File: config.mk
export PLATFORM = sky130hd
export DESIGN_NAME = affine_addr_seq
export DESIGN_NICKNAME = d
export VERILOG_FILES = /design/src/rtl/affine_addr_seq.sv
export SDC_FILE = /design/constraint.sdc
export NUM_CORES = 1
export LEC_CHECK = 0
export ABC_AREA = 1
export CAP_MARGIN = 25
export CORE_ASPECT_RATIO = 2
export CORE_MARGIN = 2
export CORE_UTILIZATION = 47
export CTS_CLUSTER_SIZE = 12
export DETAILED_ROUTE_END_ITERATION = 10
export GPL_TIMING_DRIVEN = 0
export HOLD_SLACK_MARGIN = 0.02
export PLACE_DENSITY = 0.78
export SLEW_MARGIN = 40
export SYNTH_ARGS = -nofsm -noshare
export SYNTH_HDL_FRONTEND = slang
export SYNTH_SLANG_ARGS = --single-unit
File: constraint.sdc
create_clock -name clk_i -period 8.3 [get_ports clk_i]
set_input_delay 2.075 -clock clk_i [delete_from_list [all_inputs] [get_ports clk_i]]
set_output_delay 2.075 -clock clk_i [all_outputs]
set_load 0.05 [all_outputs]
File: src/rtl/affine_addr_seq.sv
// ----------------------------------------------------------------------------
// affine_addr_seq
//
// Purpose:
//   Bounded 2D affine address walker. On start it latches its configuration
//   and streams addr = offset + x*x_stride + y*y_stride (x inner, y outer),
//   one address per accepted valid/ready beat. The final address is flagged
//   with last_o, and done_o pulses once after that beat has been accepted.
//   All address arithmetic wraps modulo 2^W.
//
// Ports:
//   clk_i           clock, everything on posedge
//   rst_i           synchronous active-high reset
//   cfg_offset_i    base address                     (W bits)
//   cfg_x_max_i     inner extent, number of x points (CW bits)
//   cfg_x_stride_i  address step per x               (W bits)
//   cfg_y_max_i     outer extent, number of y rows   (CW bits)
//   cfg_y_stride_i  address step per y               (W bits)
//   start_i         begin a walk, only seen in IDLE
//   abort_i         cancel a walk, only seen in RUN
//   busy_o          high in RUN or DONE
//   addr_o          current registered address
//   addr_valid_o    addr_o holds a beat
//   addr_ready_i    consumer takes the beat when valid & ready
//   last_o          addr_o is the final address of the walk
//   done_o          one-cycle pulse after the final beat is taken
// ----------------------------------------------------------------------------
module affine_addr_seq #(
    parameter int W  = 32,
    parameter int CW = 16
) (
    input  logic          clk_i,
    input  logic          rst_i,
    input  logic [W-1:0]  cfg_offset_i,
    input  logic [CW-1:0] cfg_x_max_i,
    input  logic [W-1:0]  cfg_x_stride_i,
    input  logic [CW-1:0] cfg_y_max_i,
    input  logic [W-1:0]  cfg_y_stride_i,
    input  logic          start_i,
    input  logic          abort_i,
    output logic          busy_o,
    output logic [W-1:0]  addr_o,
    output logic          addr_valid_o,
    input  logic          addr_ready_i,
    output logic          last_o,
    output logic          done_o
);

    typedef enum logic [1:0] {
        IDLE = 2'd0,
        RUN  = 2'd1,
        DONE = 2'd2
    } state_t;

    state_t        state_q;

    logic [W-1:0]  offset_q;
    logic [CW-1:0] x_max_q;
    logic [W-1:0]  x_stride_q;
    logic [CW-1:0] y_max_q;
    logic [W-1:0]  y_stride_q;

    logic [CW-1:0] x_q, x_d;
    logic [CW-1:0] y_q, y_d;
    logic [W-1:0]  x_acc_q, x_acc_d;
    logic [W-1:0]  y_acc_q, y_acc_d;

    logic [W-1:0]  addr_q, addr_d;
    logic          valid_q;
    logic          last_q, last_d;
    logic          done_q;

    logic          x_wrap;
    logic          beat;

    // Next walk position, computed from the current one. Strides are kept
    // as running accumulators so the address needs only adders, never a
    // multiplier; the sum is registered once on the accepting edge.
    always_comb begin
        x_wrap  = (x_q == x_max_q - CW'(1));
        x_d     = x_wrap ? '0 : x_q + CW'(1);
        y_d     = x_wrap ? y_q + CW'(1) : y_q;
        x_acc_d = x_wrap ? '0 : x_acc_q + x_stride_q;
        y_acc_d = x_wrap ? y_acc_q + y_stride_q : y_acc_q;
        addr_d  = offset_q + x_acc_d + y_acc_d;
        last_d  = (x_d == x_max_q - CW'(1)) && (y_d == y_max_q - CW'(1));
        beat    = valid_q && addr_ready_i;
    end

    // Control FSM with all outputs registered. A zero extent on start skips
    // RUN entirely so no beat is ever issued. Abort wins over a same-cycle
    // transfer; the consumer still owns that beat, we simply stop after it.
    always_ff @(posedge clk_i) begin
        if (rst_i) begin
            state_q    <= IDLE;
            offset_q   <= '0;
            x_max_q    <= '0;
            x_stride_q <= '0;
            y_max_q    <= '0;
            y_stride_q <= '0;
            x_q        <= '0;
            y_q        <= '0;
            x_acc_q    <= '0;
            y_acc_q    <= '0;
            addr_q     <= '0;
            valid_q    <= 1'b0;
            last_q     <= 1'b0;
            done_q     <= 1'b0;
        end else begin
            case (state_q)
                IDLE: begin
                    done_q <= 1'b0;
                    if (start_i) begin
                        offset_q   <= cfg_offset_i;
                        x_max_q    <= cfg_x_max_i;
                        x_stride_q <= cfg_x_stride_i;
                        y_max_q    <= cfg_y_max_i;
                        y_stride_q <= cfg_y_stride_i;
                        x_q        <= '0;
                        y_q        <= '0;
                        x_acc_q    <= '0;
                        y_acc_q    <= '0;
                        if ((cfg_x_max_i != '0) && (cfg_y_max_i != '0)) begin
                            state_q <= RUN;
                            addr_q  <= cfg_offset_i;
                            valid_q <= 1'b1;
                            last_q  <= (cfg_x_max_i == CW'(1)) && (cfg_y_max_i == CW'(1));
                        end else begin
                            state_q <= DONE;
                            done_q  <= 1'b1;
                        end
                    end
                end

                RUN: begin
                    if (abort_i) begin
                        state_q <= IDLE;
                        valid_q <= 1'b0;
                        last_q  <= 1'b0;
                    end else if (beat) begin
                        if (last_q) begin
                            state_q <= DONE;
                            valid_q <= 1'b0;
                            last_q  <= 1'b0;
                            done_q  <= 1'b1;
                        end else begin
                            x_q     <= x_d;
                            y_q     <= y_d;
                            x_acc_q <= x_acc_d;
                            y_acc_q <= y_acc_d;
                            addr_q  <= addr_d;
                            last_q  <= last_d;
                        end
                    end
                end

                DONE: begin
                    done_q  <= 1'b0;
                    state_q <= IDLE;
                end

                default: begin
                    state_q <= IDLE;
                    valid_q <= 1'b0;
                    last_q  <= 1'b0;
                    done_q  <= 1'b0;
                end
            endcase
        end
    end

    assign busy_o       = (state_q != IDLE);
    assign addr_o       = addr_q;
    assign addr_valid_o = valid_q;
    assign last_o       = last_q;
    assign done_o       = done_q;

endmodule

# Word-level counts from Yosys, hierarchy flattened
# Index checks and enable logic that the tools add are counted.
# Widths: inputs -> output; s select.
# op_classes
muxes	52
eq_ne	15
reduce_logical	16
bitwise_logic	1
addsub	8
# op_table
cell	count
$mux 32	14
$pmux 32 s2	3
$mux 16	9
$add 32x32->32	4
$pmux 16 s2	2
$eq 16x16->1	3
$add 16x1->16 const B	2
$eq 16x1->1 const B	2
$reduce_bool 16->1	2
$sub 16x1->16 const B	2
$mux 1	15
$ne 2x2->1 const B	6
$mux 2	5
$reduce_and 5->1	2
$ne 3x3->1 const B	2
$pmux 1 s3	2
$reduce_and 3->1	2
$reduce_and 6->1	1
$logic_and 1x1->1	4
$pmux 2 s2	1
$reduce_and 4->1	1
$reduce_bool 2->1	2
$eq 2x1->1 const B	1
$eq 2x2->1 const B	1
4 further kinds	4
# totals
register_bits	261
wordCells	106
out_inout_bits	36
inputBits	133

# Depth between registers and ports, before layout
# Gate-level depths: netlist of the first run.
# logic_depth
ltp_word	9
mapped_depth	42
depth_no_buf	38

# Worst setup path after synthesis of the first run
# OpenSTA, ideal clock, no wires.
# synth_path
kind	reg-to-reg
from	reg x_max_q[0]
to	reg addr_q[27], in the netlist addr_o[27]
arrival_ns	5.430
setup_slack_ns	2.738
n_path_buf	5
setup_time_ns	0.132
synth_period_minus_slack_ns	5.562
path_stages_with_launch	40
required_ns	8.168
cell_sequence	dfxtp_1 -> inv_1 -> ha_1 -> buf_2 -> nand2_2 -> nor2_2 -> nand2_1 -> nand2_1 -> nand2_1 -> nand2_1 -> nand2_1 -> nand2_1 -> nor2_4 -> nand3_4 -> buf_6 -> buf_2 -> clkbuf_1 -> clkbuf_1 -> [4 not listed] -> inv_1 -> fa_1 -> inv_1 -> nand3_1 -> nand2_1 -> nand2_1 -> nand2_1 -> a21oi_1 -> o21ai_0 -> a21boi_0 -> o21ai_0 -> nand2_1 -> o21ai_0 -> nand2_1 -> nand2_1 -> xor2_1 -> o21ai_0 -> a21oi_1
# synth_via
elab_chain_len	9
word_cells_on_any_way	10
classes_between	add/sub: 3; eq/ne: 1; mux: 6
# synth_rtl
element	line	text
from (decl)	58	logic [CW-1:0] x_max_q;
from (signal assigned)	115	x_max_q <= cfg_x_max_i;
$sub 16x1->16 *	80	x_wrap = (x_q == x_max_q - CW'(1));
$eq 16x16->1 *	80	
$mux 32	83	x_acc_d = x_wrap ? '0 : x_acc_q + x_stride_q;
$add 32x32->32	85	addr_d = offset_q + x_acc_d + y_acc_d;
$add 32x32->32 *	85	
$mux 32 *	141	if (last_q) begin
$mux 32 *	140	end else if (beat) begin
$mux 32 *	136	if (abort_i) begin
$pmux 32 s2 *	110	case (state_q)
to (signal assigned)	125	addr_q <= cfg_offset_i;
to (signal assigned)	151	addr_q <= addr_d;
to (decl)	68	logic [W-1:0] addr_q, addr_d;
# Mark *: on every way between the ends. The rest lies on a longest branch, timed or not. The select of a mux whose other input is x is not followed.
# A chain may end at the register's enable or synchronous reset.

# Worst setup path in the final report of the first run
# Same ends and word-level chain as after synthesis.

==> out/qor.log, run 1 <==
INFO  power          totalPowerFinal=3.55mW
INFO  timing         tightest_slew=0.887ns
INFO  routing        dr_total_vias=19.7k
INFO  clock_tree     tritoncts=yes
INFO  critical_path  worst-path-buf-inv=10
INFO  logic_synthesis synth-seq-cells=261
INFO  global_route   track_usage=35.0%
INFO  logic_synthesis synth_warnings=0
INFO  clock_tree     cts_resized=0
INFO  routing        routed_via_density=5.64
INFO  routing        ant_nets=0
INFO  worst_hold_path worst_hold_path_type=reg -> reg
INFO  placement      place_inst=3451
INFO  die            fp.dieArea=40300um^2
INFO  timing         fin_worst_hold_slack=0.471ns
INFO  die            starting_density_of_the_core=47.7%
INFO  logic_synthesis post_synth_inst_count=2769
INFO  critical_path  cp_data_arrival_time=8.09ns
INFO  layout         layout-drive-gt1-share=3.39%
INFO  timing         final_min_period_over_clock_period=91.6%
INFO  run            cap_violations=0
INFO  logic_synthesis syn_nets=3032
INFO  global_route   grt_start_max_net_pins=13
INFO  clock_tree     clk_transition_reported_paths=0.07ns
INFO  critical_path  startpoint_type=register
INFO  global_route   grt_pass1_wl=106000um
INFO  timing         setup_slack=0.698ns
INFO  placement      pre_cts_slack=1.04ns
INFO  power          worst_ir_drop_vdd=0.000162V
INFO  critical_path  critical-path-max-stage-delay=0.49ns
INFO  layout         area_growth=17.2%
INFO  global_route   grt_pass1_vias=20.0k
INFO  timing         finalClockSkew=0.0135ns
INFO  clock_tree     postCtsSetupBuffers=0
INFO  clock_tree     clock_latency_at_the_later_pin_of_the_worst_skew_pair=0.57ns
INFO  clock_tree     clock_tree.htree_level_count=1
INFO  layout         final_core_utilization=55.9%
INFO  placement      gp_congestion=1.06
INFO  layout         post_layout_nonfiller_instances=3493
INFO  die            top_level_ports=169
INFO  timing         hold_violations=0
INFO  clock_tree     clk_path_buf_depth=3
INFO  routing        finalWirelength=71700um
INFO  die            rows=101
INFO  global_route   grt-ovfl-total=0
INFO  layout         design.final.nets=3228
INFO  power          power_per_cell_area=167nW/um^2
INFO  die            core_area=38000um^2
INFO  routing        avgRoutedWirePerCell=20.5um
INFO  critical_path  path_common_cell=nand2_1
INFO  routing        drt_drc_violations_left=0
INFO  die            die-width=143um
INFO  clock_tree     cts_hold_buf=0
INFO  logic_synthesis netlist-cell-type-count=53
INFO  timing         timing_max_transition_violations_final=0
INFO  routing        dr_pass1_iterations=6
INFO  logic_synthesis synth_sequential_area_ratio=28.8%
INFO  placement      detailed_place.area=20500um^2
INFO  timing         timing.final.crit_period=7.60ns
INFO  layout         num-fill-cells=3767
INFO  timing         grt_setup_unrepaired=false
INFO  layout         fin_area=21300um^2
INFO  timing         setup_violations=0
INFO  critical_path  worstPathMaxFanout=10
INFO  die            die_h=282um
INFO  placement      post-dp-hpwl=57900um
INFO  critical_path  slowest_stage=fa_1
INFO  timing         fin_tns_setup=0ns
INFO  clock_tree     cts_root_buffer=clkbuf_16
INFO  clock_tree     tritoncts.num_buffers=27
INFO  critical_path  timing.critical_path.max_delay_family=buffers and inverters
INFO  critical_path  timing.setup.critical_path_class=reg -> reg
INFO  power          leakage_dissipation=9.50nW
INFO  run_status     result_of_the_run=finished, final reports clean
INFO  timing         max_clock_freq=132MHz
INFO  critical_path  critical_path.endpoint_type=register
INFO  clock_tree     cts_num_sinks=261
INFO  timing         timing.slew.headroom=40.9%
INFO  placement      port_buffers=167
INFO  routing        number_of_drc_violations_after_detailed_routing_iteration_0=1213
INFO  global_route   grt_antenna_before_repair=2
INFO  logic_synthesis synth.avg_cell_area=6.56um^2
INFO  logic_synthesis total_standard_cell_area_after_synthesis=18200um^2
INFO  critical_path  data_required_time_of_the_critical_path=8.78ns
-- flip-flops by register name, indices dropped and copies added, names as in the netlist --
| name | count |
|---|---|
| addr_valid_o | 1 |
| x_stride_q | 32 |
| state_q | 2 |
| offset_q | 32 |
| x_acc_q | 32 |
| y_max_q | 16 |
| y_acc_q | 32 |
| y_stride_q | 32 |
| last_o | 1 |
| done_o | 1 |
| y_q | 16 |
| x_max_q | 16 |
| addr_o | 32 |
| x_q | 16 |
-- final timing paths --
path | endpoint | slack [ns] | startpoint | cells past startpoint
min reg2reg | x_acc_q[25] | 0.47 | x_acc_q[25] | 2
min | x_acc_q[25] | 0.47 | x_acc_q[25] | 2
max reg2reg | addr_o[27] | 0.70 | x_max_q[0] | 37
max | addr_o[27] | 0.70 | x_max_q[0] | 37
-- worst min-delay path: stages (launching register included) --
cell and delay, ns:
dfxtp_1 0.31, nand2_1 0.06, a21oi_1 0.06
-- area by class of cell --
| type | count | area (um^2) | share of cell area [%] |
|---|---|---|---|
| timing repair buffer | 167 | 1670 | 7.86 |
| antenna | 1 | 2.50 | 0.0118 |
| inverter | 364 | 1370 | 6.42 |
| buffer | 114 | 477 | 2.24 |
| multi-input combinational | 2030 | 11100 | 52.1 |
| sequential | 261 | 5230 | 24.6 |
| clock inverter | 4 | 45.0 | 0.212 |
| tap | 515 | 644 | 3.03 |
| clock buffer | 37 | 753 | 3.54 |
-- power by group --
part / internal [mW] / switching, mW
logic: 0.316 / 0.652
clock network: 0.655 / 0.538
registers: 1.33 / 0.0563
-- cell families (layout without fill, tap and decap cells) --
| group | Yosys count | in the layout | synth area share, % |
|---|---|---|---|
| compound gates | 608 | 608 | 17.7 |
| simple gates | 1173 | 1173 | 27.2 |
| xor+xnor | 119 | 119 | 5.78 |
| other cells | 0 | 1 | 0 |
| buf+inv | 478 | 686 | 10.1 |
| flops | 261 | 261 | 28.8 |
| fa+ha+maj | 130 | 130 | 10.4 |
-- cell usage after synthesis, drive strengths merged --
cell | instances | area share (%)
inv | 363 | 7.5
o221ai | 2 | 0.097
nor4 | 10 | 0.34
o311ai | 1 | 0.048
ha | 96 | 6.6
o21ai | 238 | 6.6
a221oi | 3 | 0.14
or3b | 1 | 0.048
o21bai | 6 | 0.25
nor2 | 323 | 6.9
a2111oi | 1 | 0.048
xnor2 | 49 | 2.4
o21a | 13 | 0.54
dfxtp | 261 | 29
buf | 17 | 0.60
and2 | 2 | 0.069
fa | 34 | 3.7
and3 | 1 | 0.034
o211ai | 5 | 0.21
nand4 | 29 | 1.0
or2 | 15 | 0.52
nand3b | 7 | 0.29
a22oi | 1 | 0.041
xor2 | 70 | 3.4
a211oi | 3 | 0.12
a31oi | 14 | 0.48
a21o | 5 | 0.21
clkinv | 1 | 0.021
o221a | 1 | 0.062
a21oi | 304 | 8.4
a21boi | 8 | 0.33
o31ai | 1 | 0.041
clkbuf | 97 | 2.0
nor3 | 23 | 0.70
nand3 | 179 | 5.0
nand2 | 583 | 12
o211a | 2 | 0.11
-- placed cells by master, fill, tap and decap left out, drive strengths merged, types with 6 or more instances in the layout --
cell and count:
clkdlybuf4s50 167, xnor2 49, dfxtp 261, nor4 10, o21a 13, o21ai 238, a21boi 8, ha 96
a21oi 304, nand3b 7, or2 15, nand4 29, clkbuf 135, nor2 323, nand2 583, fa 34
nand3 179, buf 16, a31oi 14, nor3 23, xor2 70, inv 363, o21bai 6
-- layer usage --
metal | part of all wire, % | track usage (%)
met5 | 0.022 | 0
met4 | 13 | 39.0
met3 | 5.7 | 5.52
met2 | 51 | 64.6
met1 | 30 | 29.1
No activity file was read; power rests on OpenSTA's default activity.
==> inputs of run 2 (changes only) <==
--- a/config.mk
+++ b/config.mk
@@ -9,13 +9,14 @@
 export CAP_MARGIN = 25
 export CORE_ASPECT_RATIO = 2
 export CORE_MARGIN = 2
-export CORE_UTILIZATION = 47
+export CORE_UTILIZATION = 50
+export CTS_CLUSTER_DIAMETER = 200
 export CTS_CLUSTER_SIZE = 12
 export DETAILED_ROUTE_END_ITERATION = 10
 export GPL_TIMING_DRIVEN = 0
 export HOLD_SLACK_MARGIN = 0.02
-export PLACE_DENSITY = 0.78
-export SLEW_MARGIN = 40
+export PLACE_DENSITY = 0.82
+export SLEW_MARGIN = 25
 export SYNTH_ARGS = -nofsm -noshare
 export SYNTH_HDL_FRONTEND = slang
 export SYNTH_SLANG_ARGS = --single-unit
==> out/qor.log, run 2 (same netlist as run 1, synthesis figures left out) <==
INFO  routing        dr_pass1_iterations=9
INFO  global_route   grt_pass1_vias=19.7k
INFO  global_route   grt_use_met2=66.4%
INFO  timing         timing_max_transition_violations_final=0
INFO  clock_tree     clk_path_buf_depth=3
INFO  power          leakage_dissipation=9.42nW
INFO  routing        finalWirelength=69000um
INFO  global_route   grt_pass1_wl=103000um
INFO  critical_path  startpoint_type=register
INFO  timing         final_min_period_over_clock_period=92.1%
INFO  timing         max_clock_freq=131MHz
INFO  layout         antenna_cells_inserted=0
INFO  timing         hold_violations=0
INFO  clock_tree     postCtsSetupBuffers=0
INFO  layout         final_cell_mix=570 x nand2_1, 358 x inv_1, 314 x nor2_1
INFO  critical_path  reg2regPathDepth=39
INFO  global_route   grt_busiest_layer=met2
INFO  routing        drt_drc_violations_left=0
INFO  routing        ant_nets=0
INFO  critical_path  timing.setup.critical_path_class=reg -> reg
INFO  global_route   grt_start_max_net_pins=13
INFO  clock_tree     clock_latency_at_the_later_pin_of_the_worst_skew_pair=0.56ns
INFO  worst_hold_path hold-path-cell-count=2
INFO  global_route   grt_met1_use=30.0%
INFO  critical_path  critical_path.endpoint_type=register
INFO  critical_path  path_common_cell=nand2_1
INFO  run            cap_violations=0
INFO  clock_tree     tritoncts.num_buffers=25
INFO  global_route   grt-ovfl-total=0
INFO  placement      port_buffers=167
INFO  routing        avgRoutedWirePerCell=20.2um
INFO  timing         timing.slew.headroom=26.4%
INFO  routing        number_of_drc_violations_after_detailed_routing_iteration_0=1247
INFO  timing         fin_tns_setup=0ns
INFO  run_status     result_of_the_run=finished, final reports clean
INFO  power          power.combinational.fraction=28.5%
INFO  die            die-width=139um
INFO  die            top_level_ports=169
INFO  placement      post-dp-hpwl=55500um
INFO  clock_tree     cts_hold_buf=0
INFO  die            starting_density_of_the_core=50.7%
INFO  timing         timing.final.crit_period=7.65ns
INFO  global_route   gr-usage-met3=4.92%
INFO  layout         layout-drive-gt1-share=3.04%
INFO  die            rows=98
INFO  clock_tree     clk_transition_reported_paths=0.07ns
INFO  critical_path  slowest_stage=fa_1
INFO  power          power_per_cell_area=161nW/um^2
INFO  critical_path  crit_start=x_max_q[0]
INFO  routing        dr_total_vias=19.6k
INFO  die            fp.dieArea=37900um^2
INFO  power          clkPwrFrac=30.6%
INFO  layout         multiInputGateArea=11100um^2
INFO  critical_path  critical-path-max-stage-delay=0.50ns
INFO  worst_hold_path worst_hold_path_type=reg -> reg
INFO  clock_tree     cts_resized=0
INFO  die            die_h=273um
INFO  placement      gp_congestion=1.10
INFO  clock_tree     clock_tree.htree_level_count=1
INFO  layout         layout.cells.most_common=nand2_1
INFO  die            core_area=35800um^2
INFO  timing         setup_violations=0
INFO  clock_tree     cts_root_buffer=clkbuf_16
INFO  timing         tightest_slew=1.09ns
INFO  critical_path  worstPathMaxFanout=10
INFO  clock_tree     tritoncts=yes
INFO  layout         num-fill-cells=3514
INFO  power          power.share.sequential=40.9%
INFO  power          sw_frac_of_total=35.7%
INFO  power          total_switching_power=1.21mW
INFO  layout         final_core_utilization=58.7%
INFO  routing        routed_via_density=5.76
INFO  layout         area_growth=15.8%
INFO  clock_tree     cts_num_sinks=261
INFO  layout         sequential_cell_area=5230um^2
INFO  timing         finalClockSkew=0.0288ns
INFO  layout         design.final.nets=3227
INFO  worst_hold_path holdCritStartpoint=addr_o[21]
INFO  global_route   track_usage=35.3%
INFO  power          power_report.internal_total=2.17mW
INFO  timing         grt_setup_unrepaired=false
INFO  global_route   grt_antenna_before_repair=1
INFO  power          totalPowerFinal=3.38mW
INFO  power          worst_ir_drop_vdd=0.000174V
INFO  critical_path  cp_data_arrival_time=8.12ns
INFO  critical_path  data_required_time_of_the_critical_path=8.78ns
INFO  critical_path  regToRegStartpoint=x_max_q[0]
-- run 2: per-stage QoR --
step                      instance area [um^2]  instances  setup slack [ns]  hold slack, ns
after floorplan                          18200       2769              2.74           0.445
after global placement                   20400       3386              1.12           0.457
after detailed placement                 20400       3386             0.913           0.458
after CTS                                21000       3412             0.865           0.470
after global routing                     21000       3413           0.00567           0.491
final                                    21000       3413             0.655           0.467
-- run 2: path summary, 6_finish.rpt --
check	end	slack, ns
setup / recovery	addr_o[27]	0.65
hold / removal	addr_o[21]	0.47
setup reg to reg	addr_o[27]	0.65
hold reg to reg	addr_o[21]	0.47
-- run 2: critical path: cells and delay by family (launching register included) --
family,cells,cell delay [ns]
AOI/OAI and AO/OA,7,1.81
xor gates and xnor gates,1,0.24
adders and majority gates,4,1.25
buffers and inverters,10,2.10
DFF,1,0.32
and+or+nand+nor,17,1.84
-- run 2: metal layers --
metal	routed length, um	share of wire (%)	vias to the layer above
met5	0	0	-
met1	20400	30	9034
met2	35400	51	874
met3	4190	6.1	387
li1	-	-	9354
met4	9080	13	0
-- run 2: power by group through the flow --
stage          Clock, mW  Combinational [mW]  Sequential, mW
2_1_floorplan          0               0.536            1.45
3_3_place_gp           0               0.920            1.41
3_5_place_dp           0               0.934            1.41
4_1_cts             1.04               0.940            1.38
5_1_grt             1.08                1.04            1.39
6_report            1.04               0.963            1.38
-- run 2: area by class of cell --
cell class,count,share of cell area [%]
Timing Repair Buffer,168,7.97
Sequential cell,261,24.8
Inverter,364,6.50
Clock inverter,1,0.0238
Multi-Input combinational cell,2030,52.8
Buffer,114,2.25
Tap cell,450,2.68
Clock buffer,25,2.98
